## src/rtl/tanh_pwl_pipe_if.sv

```systemverilog
// Stream interface for the piecewise-linear activation unit.
// Signal names carry their direction as seen from the activation unit.
//   in_valid_i / in_ready_o / in_data_i / in_mode_i : input sample beat
//   out_valid_o / out_ready_i / out_data_o          : result beat
// master : the side that produces samples and consumes results
// slave  : the activation unit itself
interface tanh_pwl_pipe_if #(
   parameter int IN_W  = 16,
   parameter int OUT_W = 8
) ();
   logic              in_valid_i;
   logic              in_ready_o;
   logic [IN_W-1:0]   in_data_i;
   logic              in_mode_i;
   logic              out_valid_o;
   logic              out_ready_i;
   logic [OUT_W-1:0]  out_data_o;

   modport master (
      output in_valid_i, in_data_i, in_mode_i, out_ready_i,
      input  in_ready_o, out_valid_o, out_data_o
   );

   modport slave (
      input  in_valid_i, in_data_i, in_mode_i, out_ready_i,
      output in_ready_o, out_valid_o, out_data_o
   );
endinterface

```

## src/rtl/tanh_pwl_pipe.sv

```systemverilog
// Three-stage piecewise-linear tanh / sigmoid activation unit.
// Input is signed fixed point with IN_FRAC fraction bits, output is signed
// Q1.(OUT_W-1). Slopes are shift-only and the curve uses odd symmetry around 0;
// sigmoid is derived as (tanh(x/2) + 1) / 2. Saturated results delivered
// downstream are counted in a saturating event counter.
// Ports:
//   clk_i      clock, rising edge
//   rst_i      synchronous active-high reset
//   bus        stream interface (slave side): sample in, result out
//   clr_cnt_i  synchronous clear of the saturation counter (wins over increment)
//   sat_cnt_o  number of saturated results handed downstream
module tanh_pwl_pipe #(
   parameter int IN_W    = 16,
   parameter int IN_FRAC = 12,
   parameter int OUT_W   = 8,
   parameter int CNT_W   = 16
) (
   input  logic               clk_i,
   input  logic               rst_i,
   tanh_pwl_pipe_if.slave     bus,
   input  logic               clr_cnt_i,
   output logic [CNT_W-1:0]   sat_cnt_o
);

   // Two guard bits so ONE + ONE and negated magnitudes never overflow.
   localparam int W = IN_W + 2;

   localparam logic [W-1:0] ONE    = W'(1)   << IN_FRAC;
   localparam logic [W-1:0] TH_Q   = W'(1)   << (IN_FRAC - 2);   // 0.25
   localparam logic [W-1:0] TH_78  = W'(7)   << (IN_FRAC - 3);   // 0.875
   localparam logic [W-1:0] TH_158 = W'(15)  << (IN_FRAC - 3);   // 1.875
   localparam logic [W-1:0] TH_3   = W'(3)   << IN_FRAC;         // 3.0
   localparam logic [W-1:0] C_16   = W'(1)   << (IN_FRAC - 4);   // 0.0625
   localparam logic [W-1:0] C_H    = W'(1)   << (IN_FRAC - 1);   // 0.5
   localparam logic [W-1:0] C_233  = W'(233) << (IN_FRAC - 8);   // 233/256

   // Output rounding: drop SH bits, half-up. RND collapses to 0 when SH = 0.
   localparam int           SH     = IN_FRAC - OUT_W + 1;
   localparam logic [W-1:0] RND    = (W'(1) << SH) >> 1;
   localparam logic [W-1:0] MAXO   = W'((1 << (OUT_W - 1)) - 1);

   localparam logic [IN_W-1:0] X_MIN = {1'b1, {(IN_W-1){1'b0}}};

   typedef enum logic [2:0] {
      SEG1 = 3'd0,
      SEG2 = 3'd1,
      SEG3 = 3'd2,
      SEG4 = 3'd3,
      SEG5 = 3'd4
   } seg_e;

   // Pipeline control
   logic ld1, ld2, ld3;
   logic v1_q, v2_q, v3_q;

   // Stage 1 registers
   logic          s1_q;
   logic          mode1_q;
   logic [W-1:0]  m1_q;
   seg_e          seg1_q;

   // Stage 2 registers
   logic          s2_q;
   logic          mode2_q;
   logic [W-1:0]  t2_q;
   logic          sat2_q;

   // Stage 3 (output) registers
   logic [OUT_W-1:0] data3_q;
   logic             sat3_q;
   logic [CNT_W-1:0] sat_cnt_q;

   // Stage combinational results
   logic signed [IN_W-1:0] x_eff;
   logic [W-1:0]           x_ext;
   logic                   s_d;
   logic [W-1:0]           m_d;
   seg_e                   seg_d;
   logic [W-1:0]           t_raw;
   logic [W-1:0]           t_d;
   logic                   sat_d;
   logic [W-1:0]           v_d;
   logic [W-1:0]           u_d;
   logic [OUT_W-1:0]       mag_d;
   logic [OUT_W-1:0]       y_d;

   // Rounds a magnitude with IN_FRAC fraction bits to OUT_W-1 fraction bits
   // and clips it to the largest positive output code.
   function automatic logic [OUT_W-1:0] rnd_clip(input logic [W-1:0] a);
      logic [W-1:0] r;
      r = (a + RND) >> SH;
      if (r > MAXO) begin
         r = MAXO;
      end
      return r[OUT_W-1:0];
   endfunction

   // Each stage advances when it is empty or its successor advances, so a
   // bubble anywhere is squeezed out by the next upstream beat.
   always_comb begin
      ld3 = !v3_q || bus.out_ready_i;
      ld2 = !v2_q || ld3;
      ld1 = !v1_q || ld2;
   end

   assign bus.in_ready_o  = ld1;
   assign bus.out_valid_o = v3_q;
   assign bus.out_data_o  = data3_q;
   assign sat_cnt_o       = sat_cnt_q;

   // S1: mode prescale, sign/magnitude split and segment select
   always_comb begin
      x_eff = bus.in_mode_i ? ($signed(bus.in_data_i) >>> 1)
                            : $signed(bus.in_data_i);
      x_ext = {{2{x_eff[IN_W-1]}}, x_eff};
      s_d   = x_eff[IN_W-1];
      m_d   = s_d ? (~x_ext + 1'b1) : x_ext;
      seg_d = SEG1;
      if (x_eff == X_MIN) begin
         seg_d = SEG5;
      end else if (m_d >= TH_3) begin
         seg_d = SEG5;
      end else if (m_d >= TH_158) begin
         seg_d = SEG4;
      end else if (m_d >= TH_78) begin
         seg_d = SEG3;
      end else if (m_d >= TH_Q) begin
         seg_d = SEG2;
      end
   end

   // S2: segment evaluation on the magnitude, clipped to 1.0
   always_comb begin
      t_raw = ONE;
      case (seg1_q)
         SEG1:    t_raw = m1_q;
         SEG2:    t_raw = m1_q - (m1_q >> 2) + C_16;
         SEG3:    t_raw = (m1_q >> 2) + C_H;
         SEG4:    t_raw = (m1_q >> 5) + C_233;
         default: t_raw = ONE;
      endcase
      t_d   = (t_raw > ONE) ? ONE : t_raw;
      sat_d = (seg1_q == SEG5);
   end

   // S3: tanh restores the sign after rounding so the code range stays
   // symmetric; sigmoid shifts the signed value into 0..1 before rounding.
   // v + ONE lies in 0..2*ONE, so the modular add below is exact.
   always_comb begin
      v_d   = s2_q ? (~t2_q + 1'b1) : t2_q;
      u_d   = (v_d + ONE) >> 1;
      mag_d = '0;
      y_d   = '0;
      if (mode2_q) begin
         mag_d = rnd_clip(u_d);
         y_d   = mag_d;
      end else begin
         mag_d = rnd_clip(t2_q);
         y_d   = s2_q ? (~mag_d + 1'b1) : mag_d;
      end
   end

   always_ff @(posedge clk_i) begin
      if (rst_i) begin
         v1_q    <= 1'b0;
         s1_q    <= 1'b0;
         mode1_q <= 1'b0;
         m1_q    <= '0;
         seg1_q  <= SEG1;
      end else if (ld1) begin
         v1_q <= bus.in_valid_i;
         if (bus.in_valid_i) begin
            s1_q    <= s_d;
            mode1_q <= bus.in_mode_i;
            m1_q    <= m_d;
            seg1_q  <= seg_d;
         end
      end
   end

   always_ff @(posedge clk_i) begin
      if (rst_i) begin
         v2_q    <= 1'b0;
         s2_q    <= 1'b0;
         mode2_q <= 1'b0;
         t2_q    <= '0;
         sat2_q  <= 1'b0;
      end else if (ld2) begin
         v2_q <= v1_q;
         if (v1_q) begin
            s2_q    <= s1_q;
            mode2_q <= mode1_q;
            t2_q    <= t_d;
            sat2_q  <= sat_d;
         end
      end
   end

   always_ff @(posedge clk_i) begin
      if (rst_i) begin
         v3_q    <= 1'b0;
         data3_q <= '0;
         sat3_q  <= 1'b0;
      end else if (ld3) begin
         v3_q <= v2_q;
         if (v2_q) begin
            data3_q <= y_d;
            sat3_q  <= sat2_q;
         end
      end
   end

   // Counts only beats that actually leave the unit.
   always_ff @(posedge clk_i) begin
      if (rst_i) begin
         sat_cnt_q <= '0;
      end else if (clr_cnt_i) begin
         sat_cnt_q <= '0;
      end else if (v3_q && bus.out_ready_i && sat3_q && !(&sat_cnt_q)) begin
         sat_cnt_q <= sat_cnt_q + 1'b1;
      end
   end

endmodule

```

## src/flat_wrapper.sv

```systemverilog
// flat-port wrapper written by rule: the top's interface ports become plain ports
module tanh_pwl_pipe_flat 
#(
   parameter int IN_W    = 16,
   parameter int IN_FRAC = 12,
   parameter int OUT_W   = 8,
   parameter int CNT_W   = 16
)
  (clk_i, rst_i, clr_cnt_i, sat_cnt_o, bus_in_valid_i, bus_in_data_i, bus_in_mode_i, bus_out_ready_i, bus_in_ready_o, bus_out_valid_o, bus_out_data_o);
  tanh_pwl_pipe_if #(.IN_W(IN_W), .OUT_W(OUT_W)) bus_i ();
  input  logic clk_i;
  input  logic rst_i;
  input  logic clr_cnt_i;
  output logic [CNT_W-1:0] sat_cnt_o;
  input wire logic [$bits(bus_i.in_valid_i)-1:0] bus_in_valid_i;
  input wire logic [$bits(bus_i.in_data_i)-1:0] bus_in_data_i;
  input wire logic [$bits(bus_i.in_mode_i)-1:0] bus_in_mode_i;
  input wire logic [$bits(bus_i.out_ready_i)-1:0] bus_out_ready_i;
  output wire logic [$bits(bus_i.in_ready_o)-1:0] bus_in_ready_o;
  output wire logic [$bits(bus_i.out_valid_o)-1:0] bus_out_valid_o;
  output wire logic [$bits(bus_i.out_data_o)-1:0] bus_out_data_o;
  assign bus_i.in_valid_i = bus_in_valid_i;
  assign bus_i.in_data_i = bus_in_data_i;
  assign bus_i.in_mode_i = bus_in_mode_i;
  assign bus_i.out_ready_i = bus_out_ready_i;
  assign bus_in_ready_o = bus_i.in_ready_o;
  assign bus_out_valid_o = bus_i.out_valid_o;
  assign bus_out_data_o = bus_i.out_data_o;
  tanh_pwl_pipe #(.IN_W(IN_W), .IN_FRAC(IN_FRAC), .OUT_W(OUT_W), .CNT_W(CNT_W)) u_core (.clk_i(clk_i), .rst_i(rst_i), .bus(bus_i), .clr_cnt_i(clr_cnt_i), .sat_cnt_o(sat_cnt_o));
endmodule
```

## config.mk

```make
export PLATFORM = sky130hd
export DESIGN_NAME = tanh_pwl_pipe_flat
export DESIGN_NICKNAME = d
export VERILOG_FILES = /design/src/rtl/tanh_pwl_pipe_if.sv /design/src/rtl/tanh_pwl_pipe.sv /design/src/flat_wrapper.sv
export SDC_FILE = /design/constraint.sdc
export NUM_CORES = 1
export LEC_CHECK = 0
export BUFFER_PORTS_ARGS = -buffer_cell sky130_fd_sc_hd__buf_2
export CAP_MARGIN = 20
export CORE_MARGIN = 5
export CORE_UTILIZATION = 50
export CTS_BUF_LIST = sky130_fd_sc_hd__clkbuf_4
export CTS_CLUSTER_SIZE = 8
export DETAILED_ROUTE_END_ITERATION = 8
export GPL_TIMING_DRIVEN = 0
export PLACE_DENSITY = 0.68
export SLEW_MARGIN = 20
export SYNTH_ARGS = -nofsm -noshare
export SYNTH_HDL_FRONTEND = slang
export SYNTH_SLANG_ARGS = --single-unit
```

## constraint.sdc

```tcl
create_clock -name clk_i -period 4.5 [get_ports clk_i]
set_input_delay 0.9 -clock clk_i [delete_from_list [all_inputs] [get_ports clk_i]]
set_output_delay 0.9 -clock clk_i [all_outputs]
set_load 0.1 [all_outputs]
```

* Yosys cells after proc, flatten, opt, wreduce, memory -nomap -nowiden
Cells that the tools add are included.
** Storage, ports and cells
- Word-level logic and storage cells :: 71
- Flip-flop bits (word level) :: 72
- Output and inout port bits :: 26
- Bits of input ports :: 22
** Operators by class
- Equal/unequal tests :: 5
- Add/subtract/negate cells :: 11
- Order comparisons :: 7
- Mux-type cells :: 15
- Bitwise logic cells :: 3
- Reductions and logical operators :: 16
** Operator list (count)
- $pmux 18 s4 :: 1
- $mux 18 :: 3
- $mux 8 :: 5
- $add 18x1->18 const B :: 2
- $not 18->18 :: 2
- $gt 13x7->1 const B :: 2
- $add 17x5->18 const B :: 1
- $add 18x13->18 const B :: 1
- $add 18x5->18 const B :: 1
- $add 18x9->18 const B :: 1
- $ge 18x11->1 const B :: 1
- $ge 18x12->1 const B :: 1
- $ge 18x13->1 const B :: 1
- $ge 18x14->1 const B :: 1
- $gt 18x13->1 const B :: 1
- $sub 18x16->18 :: 1
- $add 16x12->17 const B :: 1
- $add 16x1->16 const B :: 1
- $eq 16x16->1 const B :: 1
- $reduce_and 16->1 :: 1
- $mux 15 :: 1
- $add 13x12->14 const B :: 1
- $mux 3 :: 4
- $add 8x1->8 const B :: 1
- other kinds (11) :: 21

* Depth between registers and ports, before layout
Gate-level depths: netlist of the first run.
- Depth after elaboration :: 10
- Mapped depth :: 15
- Depth with buffers taken out :: 14

* Worst setup path before layout of the first run
OpenSTA, ideal clock, no wires.
- Path kind :: input-to-reg
- From :: input port bus_in_mode_i
- To :: register u_core.seg1_q[0]
- Stages on the path :: 14
- Data required time :: 4409 ps
- Path buffers :: 4
- Arrival time :: 4067 ps
- Path slack :: 342 ps
- Cells stage by stage :: clkbuf_1 clkbuf_1 buf_2 mux2i_1 ha_1 nand2b_1 or4_1 buf_2 o31ai_1 xnor2_1 o211ai_1 a311oi_2 a21oi_1 a311oi_1
** On the way
- Longest elaborated chain between the ends :: 10
- Elaborated cells between the ends (all ways) :: 14
- Classes of those cells :: 1 x add/sub; 4 x order compare; 1 x eq/ne; 7 x mux; 1 x bitwise
** Ends and longest elaborated chain
- start: declaration :: RTL line flat_wrapper.sv:17 : input wire logic [$bits(bus_i.in_mode_i)-1:0] bus_in_mode_i;
- $mux 15 * :: RTL line tanh_pwl_pipe.sv:113 : x_eff = bus.in_mode_i ? ($signed(bus.in_data_i) >>> 1)
- $not 18->18 :: RTL line tanh_pwl_pipe.sv:117 : m_d = s_d ? (~x_ext + 1'b1) : x_ext;
- $add 18x1->18 :: RTL line tanh_pwl_pipe.sv:117
- $mux 18 :: RTL line tanh_pwl_pipe.sv:117
- $ge 18x11->1 :: RTL line tanh_pwl_pipe.sv:127 : end else if (m_d >= TH_Q) begin
- $mux 1 :: RTL line tanh_pwl_pipe.sv:127
- $mux 3 :: RTL line tanh_pwl_pipe.sv:125 : end else if (m_d >= TH_78) begin
- $mux 3 :: RTL line tanh_pwl_pipe.sv:123 : end else if (m_d >= TH_158) begin
- $mux 3 :: RTL line tanh_pwl_pipe.sv:121 : end else if (m_d >= TH_3) begin
- $mux 3 * :: RTL line tanh_pwl_pipe.sv:119 : if (x_eff == X_MIN) begin
- end signal: assignment :: RTL line tanh_pwl_pipe.sv:176 : seg1_q <= seg_d;
- end: declaration :: RTL line tanh_pwl_pipe.sv:60 : seg_e seg1_q;
Mark *: on every way between the ends. The rest lies on a longest branch, timed or not.
A chain may end at the register's enable or synchronous reset.

* Worst setup path in the final report of the first run
Same ends and word-level chain as after synthesis.

==> flow_summary.yaml, run 1 <==
outcome:
  run_status: "complete, no violations"
finish:
  most_frequent_cells_in_the_layout: "nand2_1 (96), nor2_1 (83), dfxtp_1 (72)"
  fill_cells: 1337
  synthToLayoutAreaGrowth_pct: 8.64
  layout-drive-gt1-share_pct: 11.2
  n_antenna_cell: 0
  final_nets: 1008
  mostFrequentLayoutCell: "nand2_1"
  finalNonFillerCells: 1121
  final_core_utilization_pct: 55.2
place:
  detailed_place_hpwl_mm: 14.2
  gp_routability_congestion: 0.874
  placed_cells_incl_taps: 1105
  io_buffer_count: 44
  dp_slack_ns: -0.297
floorplanning:
  core_area_mm2: 0.0132
  fp.dieArea_mm2: 0.0158
  initial_utilization_pct: 50.8
  num_rows: 42
  num_io_pins: 48
  die_height_um: 126
  die_x_um: 126
timing:
  timing.setup.tns_ns: 0
  timing.final.setup_violations: 0
  worst_slew_margin_rel_pct: 40.0
  finalWorstSetupSlack_ns: 0.261
  setup_repair_after_global_routing_missed_its_margin: "no"
  fin_crit_sh_pct: 94.2
  min_period_ns: 4.24
  finClkSkew_ns: 0.0176
  maxSlewViolCount: 0
  timing_hold_violations_final: 0
  tightest_slew_ns: 0.895
  max_freq_mhz: 236
detailed_routing:
  detail_route.drc_violations: 0
  final_antenna_net_count: 0
  routed_wire_length_per_instance_um: 16.2
  average_via_count_per_standard_cell: 6.06
  num_vias: 6795
  first_pass_iters: 7
  route.final.wire_length_mm: 18.1
  drt-initial-drc-count: 485
cts:
  cts_htree_levels: 3
  clock_tree_from_tritoncts: "yes"
  clockBufferDepth: 2
  clk_transition_reported_paths_ns: 0.10
  clock_sink_count: 72
  worstSkewPairLatency_ns: 0.44
  tritoncts.num_buffers: 9
  cts_root_buf: "clkbuf_4"
grt:
  global_route_wire_length_before_repair_mm: 30.3
  antenna_found_initial: 0
  grt.total_usage_pct: 22.5
  grt.overflow.total: 0
  grt_start_max_net_pins: 13
  number_of_global_route_vias_before_repair: 6233
power_and_ir_drop:
  power.switching_fraction_pct: 38.2
  netSwitchingPower_mw: 0.672
  internal-power_mw: 1.09
  p_per_area_mw_per_mm2: 241
  clock_power_share_pct: 23.0
  p_leak_nw: 2.89
  p_comb_share_pct: 38.1
  total_power_mw: 1.76
  sequential_group_share_of_total_power_pct: 38.9
  irDropWorstVdd_mv: 0.192
synth:
  synth_async_sr_flop_share_pct: 0
  synthCells: 885
  multiplexer_share_of_the_synthesized_area_pct: 4.78
  simple_gate_portion_of_the_synthesized_area_pct: 26.7
  synth-seq-area-share_pct: 21.5
  ys_flop_type: "dfxtp_1"
  mappedNetlistArea_mm2: 0.00670
  synth-edff-count: 0
  synth.distinct_cells: 87
  synth_area_per_cell_um2: 7.57
  synth-warning-count: 0
  synth_fa_ha_area_share_pct: 8.70
  synth_area_leaders: "dfxtp_1 (22%), ha_1 (8.4%), nand2_1 (5.4%)"
  ys_seq_elements: 72
  synth-compound-area-share_pct: 26.0
  synth_largest_type_area_fraction_pct: 21.5
  yosys.area_share.xor_xnor_pct: 6.65
  synth_top_area_cell: "dfxtp_1"
  synth_fp_nets: 953
  synth_top_family_by_area: "simple AND/OR/NAND/NOR gates"
critical_path:
  timing.critical_path.required_ns: 4.84
  crit_path_start_kind: "input port"
  critical_path_peak_fanout: 10
  arrival_ns: 4.58
  timing.critical_path.to_type: "flop"
  critical_path_start_end_classification: "input port to flop"
job:
  cap_viol_max_count: 0
hold_path:
  type_of_the_most_critical_hold_path: "flop to flop"
final timing paths:
check	startpoint	end	slack (ns)	cells past startpoint
worst max-delay path	bus_in_mode_i	u_core.seg1_q[0]$_SDFFE_PP0P_	0.26	15
worst min register to register	u_core.sat3_q$_SDFFE_PP0P_	u_core.sat3_q$_SDFFE_PP0P_	0.46	2
worst max register to register	u_core.m1_q[9]$_SDFFE_PP0P_	u_core.t2_q[0]$_SDFFE_PP0P_	0.45	12
worst min-delay path	u_core.sat3_q$_SDFFE_PP0P_	u_core.sat3_q$_SDFFE_PP0P_	0.46	2
flip-flops by register name (all words and copies together), names as in the netlist:
register / cells
u_core.m1_q: 18
u_core.mode1_q: 1
u_core.sat3_q: 1
u_core.bus.out_data_o: 8
u_core.t2_q: 18
u_core.seg1_q: 3
u_core.sat2_q: 1
u_core.s1_q: 1
u_core.s2_q: 1
u_core.sat_cnt_o: 16
u_core.v2_q: 1
u_core.mode2_q: 1
u_core.v1_q: 1
u_core.bus.out_valid_o: 1
routing by layer:
layer	share of wire [%]	GRT usage [%]
met4	1.7	6.31
met2	47	37.3
met5	0	0
met3	4.7	3.90
met1	46	30.4
critical path, stage by stage:
cell,delay [ns]
clkbuf_2,0.16
clkbuf_2,0.22
buf_2,0.24
clkbuf_2,0.24
a21oi_1,0.26
ha_1,0.23
nand2b_1,0.15
or4_1,0.51
buf_2,0.19
o31ai_1,0.33
xnor2_1,0.28
o211ai_1,0.18
a311oi_2,0.34
a21oi_1,0.07
a311oi_1,0.27
power groups by stage:
stage                     Clock [mW]  Combinational [mW]  Sequential [mW]
after floorplan                    0               0.485            0.715
after global placement             0               0.656            0.697
after detailed placement           0               0.658            0.698
after CTS                      0.418               0.663            0.684
after global routing           0.441               0.745            0.687
final                          0.404               0.670            0.684
what timing repair did:
action	4_1_cts	5_1_grt
hold buffers	0	0
buffers inserted	0	0
endpoints found under the setup margin	0	2
endpoints found under the hold margin	0	0
gates resized for setup	0	5
Yosys cell counts (all sizes together) (7+ instances only):
cell	number
a211oi	15
a21o	8
a21oi	69
a31oi	9
and2	10
and3	12
buf	15
clkbuf	43
dfxtp	72
ha	45
inv	37
mux2i	14
nand2	96
nand2b	8
nand3	30
nand4	14
nor2	83
nor2b	17
nor3	13
nor4	10
o211ai	12
o21ai	42
o31ai	12
or2	7
or3	13
xnor2	28
xor2	22
stage by stage:
| stage | instance area [um2] | hold slack (ns) |
|---|---|---|
| floorplan | 6700 | 0.432 |
| global placement | 7140 | 0.447 |
| detailed placement | 7140 | 0.452 |
| CTS | 7280 | 0.467 |
| global route | 7280 | 0.493 |
| finish | 7280 | 0.465 |
cells by family (layout without fill, tap and decap cells):
| logic type | count (synthesis) | in the layout |
|---|---|---|
| flops | 72 | 72 |
| mux | 24 | 24 |
| simple gates | 348 | 348 |
| compound gates | 250 | 250 |
| xor+xnor | 50 | 50 |
| fa+ha+maj | 46 | 46 |
| buf+inv | 95 | 155 |
area by class of cell:
type | instances | area [um2] | share of cell area, %
multi-input combinational | 718 | 4880 | 67.0
buffer | 58 | 246 | 3.39
clock inverter | 6 | 60.1 | 0.825
inverter | 37 | 139 | 1.91
tap | 176 | 220 | 3.02
sequential | 72 | 1440 | 19.8
timing repair buffer | 44 | 220 | 3.02
clock buffer | 10 | 75.1 | 1.03
(Power assumes the default switching activity.)
==> run 2, diff against run 1 <==
--- a/config.mk
+++ b/config.mk
@@ -8,4 +8,5 @@
 export BUFFER_PORTS_ARGS = -buffer_cell sky130_fd_sc_hd__buf_2
 export CAP_MARGIN = 20
+export CORE_ASPECT_RATIO = 2
 export CORE_MARGIN = 5
 export CORE_UTILIZATION = 50
==> constraint.sdc (replaced) <==
create_clock -name clk_i -period 4.5 [get_ports clk_i]
set_input_delay 0.45 -clock clk_i [delete_from_list [all_inputs] [get_ports clk_i]]
set_output_delay 0.45 -clock clk_i [all_outputs]
set_load 0.1 [all_outputs]
==> run 2 against run 1 <==
Net effect: clock power increased by 12%; clock skew increased by 0.0083 ns; utilization decreased by 0.49 points; first-iteration DRC count decreased by 2.1%; routed wire length increased by 1.9%; die area increased by 0.89%; non-clock buffer count unchanged; power increased by 3.1%; register-to-register slack about the same.
==> flow_summary.yaml, run 2 (synthesized netlist as in run 1, its figures left out) <==
floorplanning:
  die_x_um: 91.9
  num_io_pins: 48
  initial_utilization_pct: 50.4
  num_rows: 60
  die_height_um: 174
  fp.dieArea_mm2: 0.0160
  core_area_mm2: 0.0133
timing:
  finClkSkew_ns: 0.0259
  worst_slew_margin_rel_pct: 34.1
  timing.final.setup_violations: 0
  tightest_slew_ns: 0.984
  min_period_ns: 4.04
  maxSlewViolCount: 0
  max_freq_mhz: 248
  setup_repair_after_global_routing_missed_its_margin: "no"
  timing_hold_violations_final: 0
  fin_crit_sh_pct: 89.8
  hold_slack_ns: 0.258
  timing.setup.tns_ns: 0
place:
  gp_routability_congestion: 0.907
  io_buffer_count: 44
  detailed_place_hpwl_mm: 14.4
critical_path:
  critical_path_start_end_classification: "flop to flop"
  timing.critical_path.required_ns: 4.90
  timing.critical_path.to_type: "flop"
  arrival_ns: 4.44
  rr_startpoint: "u_core.m1_q[9]$_SDFFE_PP0P_"
  crit_path_start_kind: "flop"
  critPathLaunch: "u_core.m1_q[9]$_SDFFE_PP0P_"
  critical_path_peak_fanout: 9
finish:
  layout-drive-gt1-share_pct: 10.9
  final_nets: 1008
  most_frequent_cells_in_the_layout: "nand2_1 (96), nor2_1 (83), dfxtp_1 (72)"
  final_core_utilization_pct: 54.7
  mostFrequentLayoutCell: "nand2_1"
  synthToLayoutAreaGrowth_pct: 8.48
cts:
  tritoncts.num_buffers: 9
  clock_tree_from_tritoncts: "yes"
  clk_transition_reported_paths_ns: 0.13
  cts_root_buf: "clkbuf_4"
  cts_hold_repair_buffers: 0
  clockBufferDepth: 2
  cts_htree_levels: 3
  clock_sink_count: 72
  post_cts.resized_instances: 0
  post_cts.repair.setup_buffers: 0
  worstSkewPairLatency_ns: 0.46
power_and_ir_drop:
  p_per_area_mw_per_mm2: 249
  p_leak_nw: 2.89
  irDropWorstVdd_mv: 0.201
detailed_routing:
  average_via_count_per_standard_cell: 6.15
  detail_route.drc_violations: 0
  route.final.wire_length_mm: 18.5
  num_vias: 6775
  drt-initial-drc-count: 475
  first_pass_iters: 6
  final_antenna_net_count: 0
  routed_wire_length_per_instance_um: 16.8
grt:
  number_of_global_route_vias_before_repair: 6214
  antenna_found_initial: 1
  grt.overflow.total: 0
  grt_start_max_net_pins: 16
  global_route_wire_length_before_repair_mm: 30.4
  grt.total_usage_pct: 22.8
hold_path:
  hold_path_startpoint: "bus_in_valid_i"
  type_of_the_most_critical_hold_path: "input port to flop"
outcome:
  run_status: "complete, no violations"
job:
  cap_viol_max_count: 0
run 2: cell count changes in the layout (fill, tap and decap cells not counted):
cell and change:
inv_8 +1, clkinvlp_4 -1, clkbuf_2 -3, clkinv_4 +1, clkbuf_4 -1, inv_6 +3, diode_2 +1, clkinv_2 -3
buf_1 +1, clkbuf_1 +2
run 2: area by class of cell:
class | count | area [um2]
repair buffers | 44 | 220
plain buffers | 58 | 243
fillers | 1314 | 6020
inverters | 37 | 139
flip-flops and latches | 72 | 1440
multi-input cells | 718 | 4880
clock inverters | 7 | 83.8
clock buffers | 9 | 67.6
diodes | 1 | 2.50
well taps | 155 | 194
run 2: worst paths after layout:
check / slack (ns) / cells past startpoint / end
max: 0.46 / 12 / u_core.t2_q[5]$_SDFFE_PP0P_
min: 0.26 / 3 / u_core.v1_q$_SDFFE_PP0N_
max reg2reg: 0.46 / 12 / u_core.t2_q[5]$_SDFFE_PP0P_
min reg2reg: 0.46 / 2 / u_core.sat3_q$_SDFFE_PP0P_
run 2: critical path: stages (launching register included):
cell       delay (ns)
dfxtp_1          0.39
clkbuf_1         0.32
inv_1            0.08
ha_1             0.19
ha_1             0.26
clkbuf_1         0.21
a2111oi_1        0.61
a211oi_1         0.23
or3b_1           0.41
a211o_1          0.29
nor4_4           0.49
nor4bb_1         0.41
a21o_1           0.12
run 2: stage by stage:
stage               area [um2]  setup slack [ns]  instances  total power, mW
finish                    7270             0.460       1101             1.81
global route              7270             0.105       1101             1.92
CTS                       7270             0.480       1100             1.81
detailed placement        7120            0.0851       1084             1.36
global placement          7120             0.122       1084             1.35
floorplan                 6700             0.792        885             1.20
run 2: routing by layer:
layer	vias up	global-route usage (%)	routed length, um
met2	192	38.3	8920
li1	3387	-	-
met1	3170	30.4	8340
met5	-	0	0
met4	0	7.32	396
met3	26	2.39	828
run 2: power breakdown:
group | switching [mW] | internal [mW] | total (mW) | leakage [nW]
combinational | 0.419 | 0.253 | 0.672 | 2.22
sequential | 0.0244 | 0.661 | 0.685 | 0.586
clock | 0.275 | 0.180 | 0.454 | 0.0795
==> run 3, diff against run 2 <==
CELL_PAD_IN_SITES_DETAIL_PLACEMENT = 0   (was default)
CELL_PAD_IN_SITES_GLOBAL_PLACEMENT = 1   (was default)
CORE_UTILIZATION = 47   (was 50)
PLACE_DENSITY = default   (was 0.68)
PLACE_DENSITY_LB_ADDON = 0.1   (was default)
==> run 3 against run 2 <==
Net effect: register-to-register slack about the same; fmax down 0.35%; via count up 3.0%; global-route usage up 2.2 points; critical endpoint unchanged; first-iteration DRC count down 27%; clock power down 13%; flip-flop and latch count unchanged; routed wire length up 15%; critical path depth unchanged; utilization down 2.5 points; clock skew up 0.0045 ns.
==> flow_summary.yaml, run 3 (synthesized netlist as in run 1, its figures left out) <==
outcome:
  run_status: "complete, no violations"
timing:
  finalWorstSetupSlack_ns: 0.446
  min_period_ns: 4.05
  fin_crit_sh_pct: 90.1
  finClkSkew_ns: 0.0304
  timing.setup.tns_ns: 0
  setup_repair_after_global_routing_missed_its_margin: "no"
  worst_slew_margin_rel_pct: 44.2
  maxSlewViolCount: 0
  tightest_slew_ns: 0.832
  max_freq_mhz: 247
  timing_hold_violations_final: 0
  timing.final.setup_violations: 0
finish:
  most_frequent_cells_in_the_layout: "nand2_1 (96), nor2_1 (83), dfxtp_1 (72)"
  layout-drive-gt1-share_pct: 10.9
  synthToLayoutAreaGrowth_pct: 8.76
  multiInputGateArea_mm2: 0.00488
  fin_area_mm2: 0.00729
  mostFrequentLayoutCell: "nand2_1"
  final-seq-area_mm2: 0.00144
  final_nets: 1008
  final_core_utilization_pct: 52.2
  fill_cells: 1448
critical_path:
  timing.critical_path.required_ns: 4.86
  cpMaxStageDelayCell: "a2111oi_1"
  critical_path_start_end_classification: "flop to flop"
  crit_path_start_kind: "flop"
  critical_path_cell_by_cell: "clkbuf_1, inv_1, ha_1, ha_1, clkbuf_1, a2111oi_1, a211oi_1, or3b_1, a211o_1, nor4_4, nor4bb_1, a21o_1"
  cpLargestDelayFamily: "simple AND/OR/NAND/NOR gates"
  arrival_ns: 4.42
  timing.critical_path.to_type: "flop"
  path_buf_inv: 3
  critical_path_peak_fanout: 9
  critPathMaxStageDelay_ns: 0.60
cts:
  clockBufferDepth: 2
  clk_transition_reported_paths_ns: 0.15
  worstSkewPairLatency_ns: 0.44
  post_cts.resized_instances: 0
  cts_hold_repair_buffers: 0
  clock_tree_from_tritoncts: "yes"
  cts_htree_levels: 3
  post_cts.repair.setup_buffers: 0
  tritoncts.num_buffers: 9
  clock_sink_count: 72
  cts_root_buf: "clkbuf_4"
floorplanning:
  die_height_um: 179
  fp.dieArea_mm2: 0.0169
  core_area_mm2: 0.0140
  num_rows: 61
  die_x_um: 94.4
  num_io_pins: 48
  initial_utilization_pct: 48.0
detailed_routing:
  drt-initial-drc-count: 346
  first_pass_iters: 5
  routed_wire_length_per_instance_um: 18.7
  route.final.wire_length_mm: 21.3
  final_antenna_net_count: 0
  num_vias: 6975
  detail_route.drc_violations: 0
  average_via_count_per_standard_cell: 6.15
grt:
  global_route_wire_length_before_repair_mm: 33.0
  grt_start_max_net_pins: 16
  grt.met3_usage_pct: 3.07
  antenna_found_initial: 1
  gr-usage-met1_pct: 23.3
  grt.total_usage_pct: 25.0
  number_of_global_route_vias_before_repair: 6737
  top_usage_layer: "met2"
  grt.overflow.total: 0
  met2_usage_pct: 49.4
place:
  io_buffer_count: 44
  dp_slack_ns: 0.131
  detailed_place_hpwl_mm: 17.2
  gp_routability_congestion: 0.916
  detailed_place.area_mm2: 0.00716
power_and_ir_drop:
  total_power_mw: 1.77
  p_per_area_mw_per_mm2: 243
  p_leak_nw: 2.87
  irDropWorstVdd_mv: 0.179
hold_path:
  type_of_the_most_critical_hold_path: "input port to flop"
job:
  cap_viol_max_count: 0
run 3: cell types whose count changed in the layout (fill, tap and decap cells not counted), sizes merged:
cell	delta
bufinv	-1
clkinv	-1
clkinvlp	+2
run 3: through the flow:
step | hold WS, ns | std cells
after floorplan | 0.432 | 885
after global placement | 0.449 | 1118
after detailed placement | 0.452 | 1118
after CTS | 0.239 | 1134
after global routing | 0.250 | 1135
final | 0.277 | 1135
run 3: worst paths after layout:
check,startpoint,to,slack [ns],cells after the start
min,bus_in_valid_i,u_core.v1_q$_SDFFE_PP0N_,0.28,3
min reg2reg,u_core.mode1_q$_SDFFE_PP0P_,u_core.mode1_q$_SDFFE_PP0P_,0.47,2
max,u_core.m1_q[9]$_SDFFE_PP0P_,u_core.t2_q[5]$_SDFFE_PP0P_,0.45,12
max reg2reg,u_core.m1_q[9]$_SDFFE_PP0P_,u_core.t2_q[5]$_SDFFE_PP0P_,0.45,12
run 3: layout make-up:
cell class | instances | area share, %
antenna | 1 | 0.0343
sequential | 72 | 19.8
buffer | 58 | 3.33
inverter | 37 | 1.91
tap | 189 | 3.24
timing repair buffer | 44 | 3.02
clock inverter | 7 | 0.824
multi-input combinational | 718 | 66.9
clock buffer | 9 | 0.927
run 3: power by group:
part / internal, mW / switching, mW / leakage (nW)
logic: 0.253 / 0.436 / 2.22
clock network: 0.123 / 0.272 / 0.0615
registers: 0.661 / 0.0252 / 0.586
total: 1.04 / 0.733 / 2.87
run 3: tightest hold or removal path: stages:
cell and delay, ns:
buf_2 0.11, inv_1 0.07, a21oi_1 0.06
run 3: per-layer routing:
metal  wire (um)  vias to the layer above
li1            -                     3379
met1        7370                     3326
met2       11900                      200
met3         698                       70
met4        1260                        0
met5           0                        -
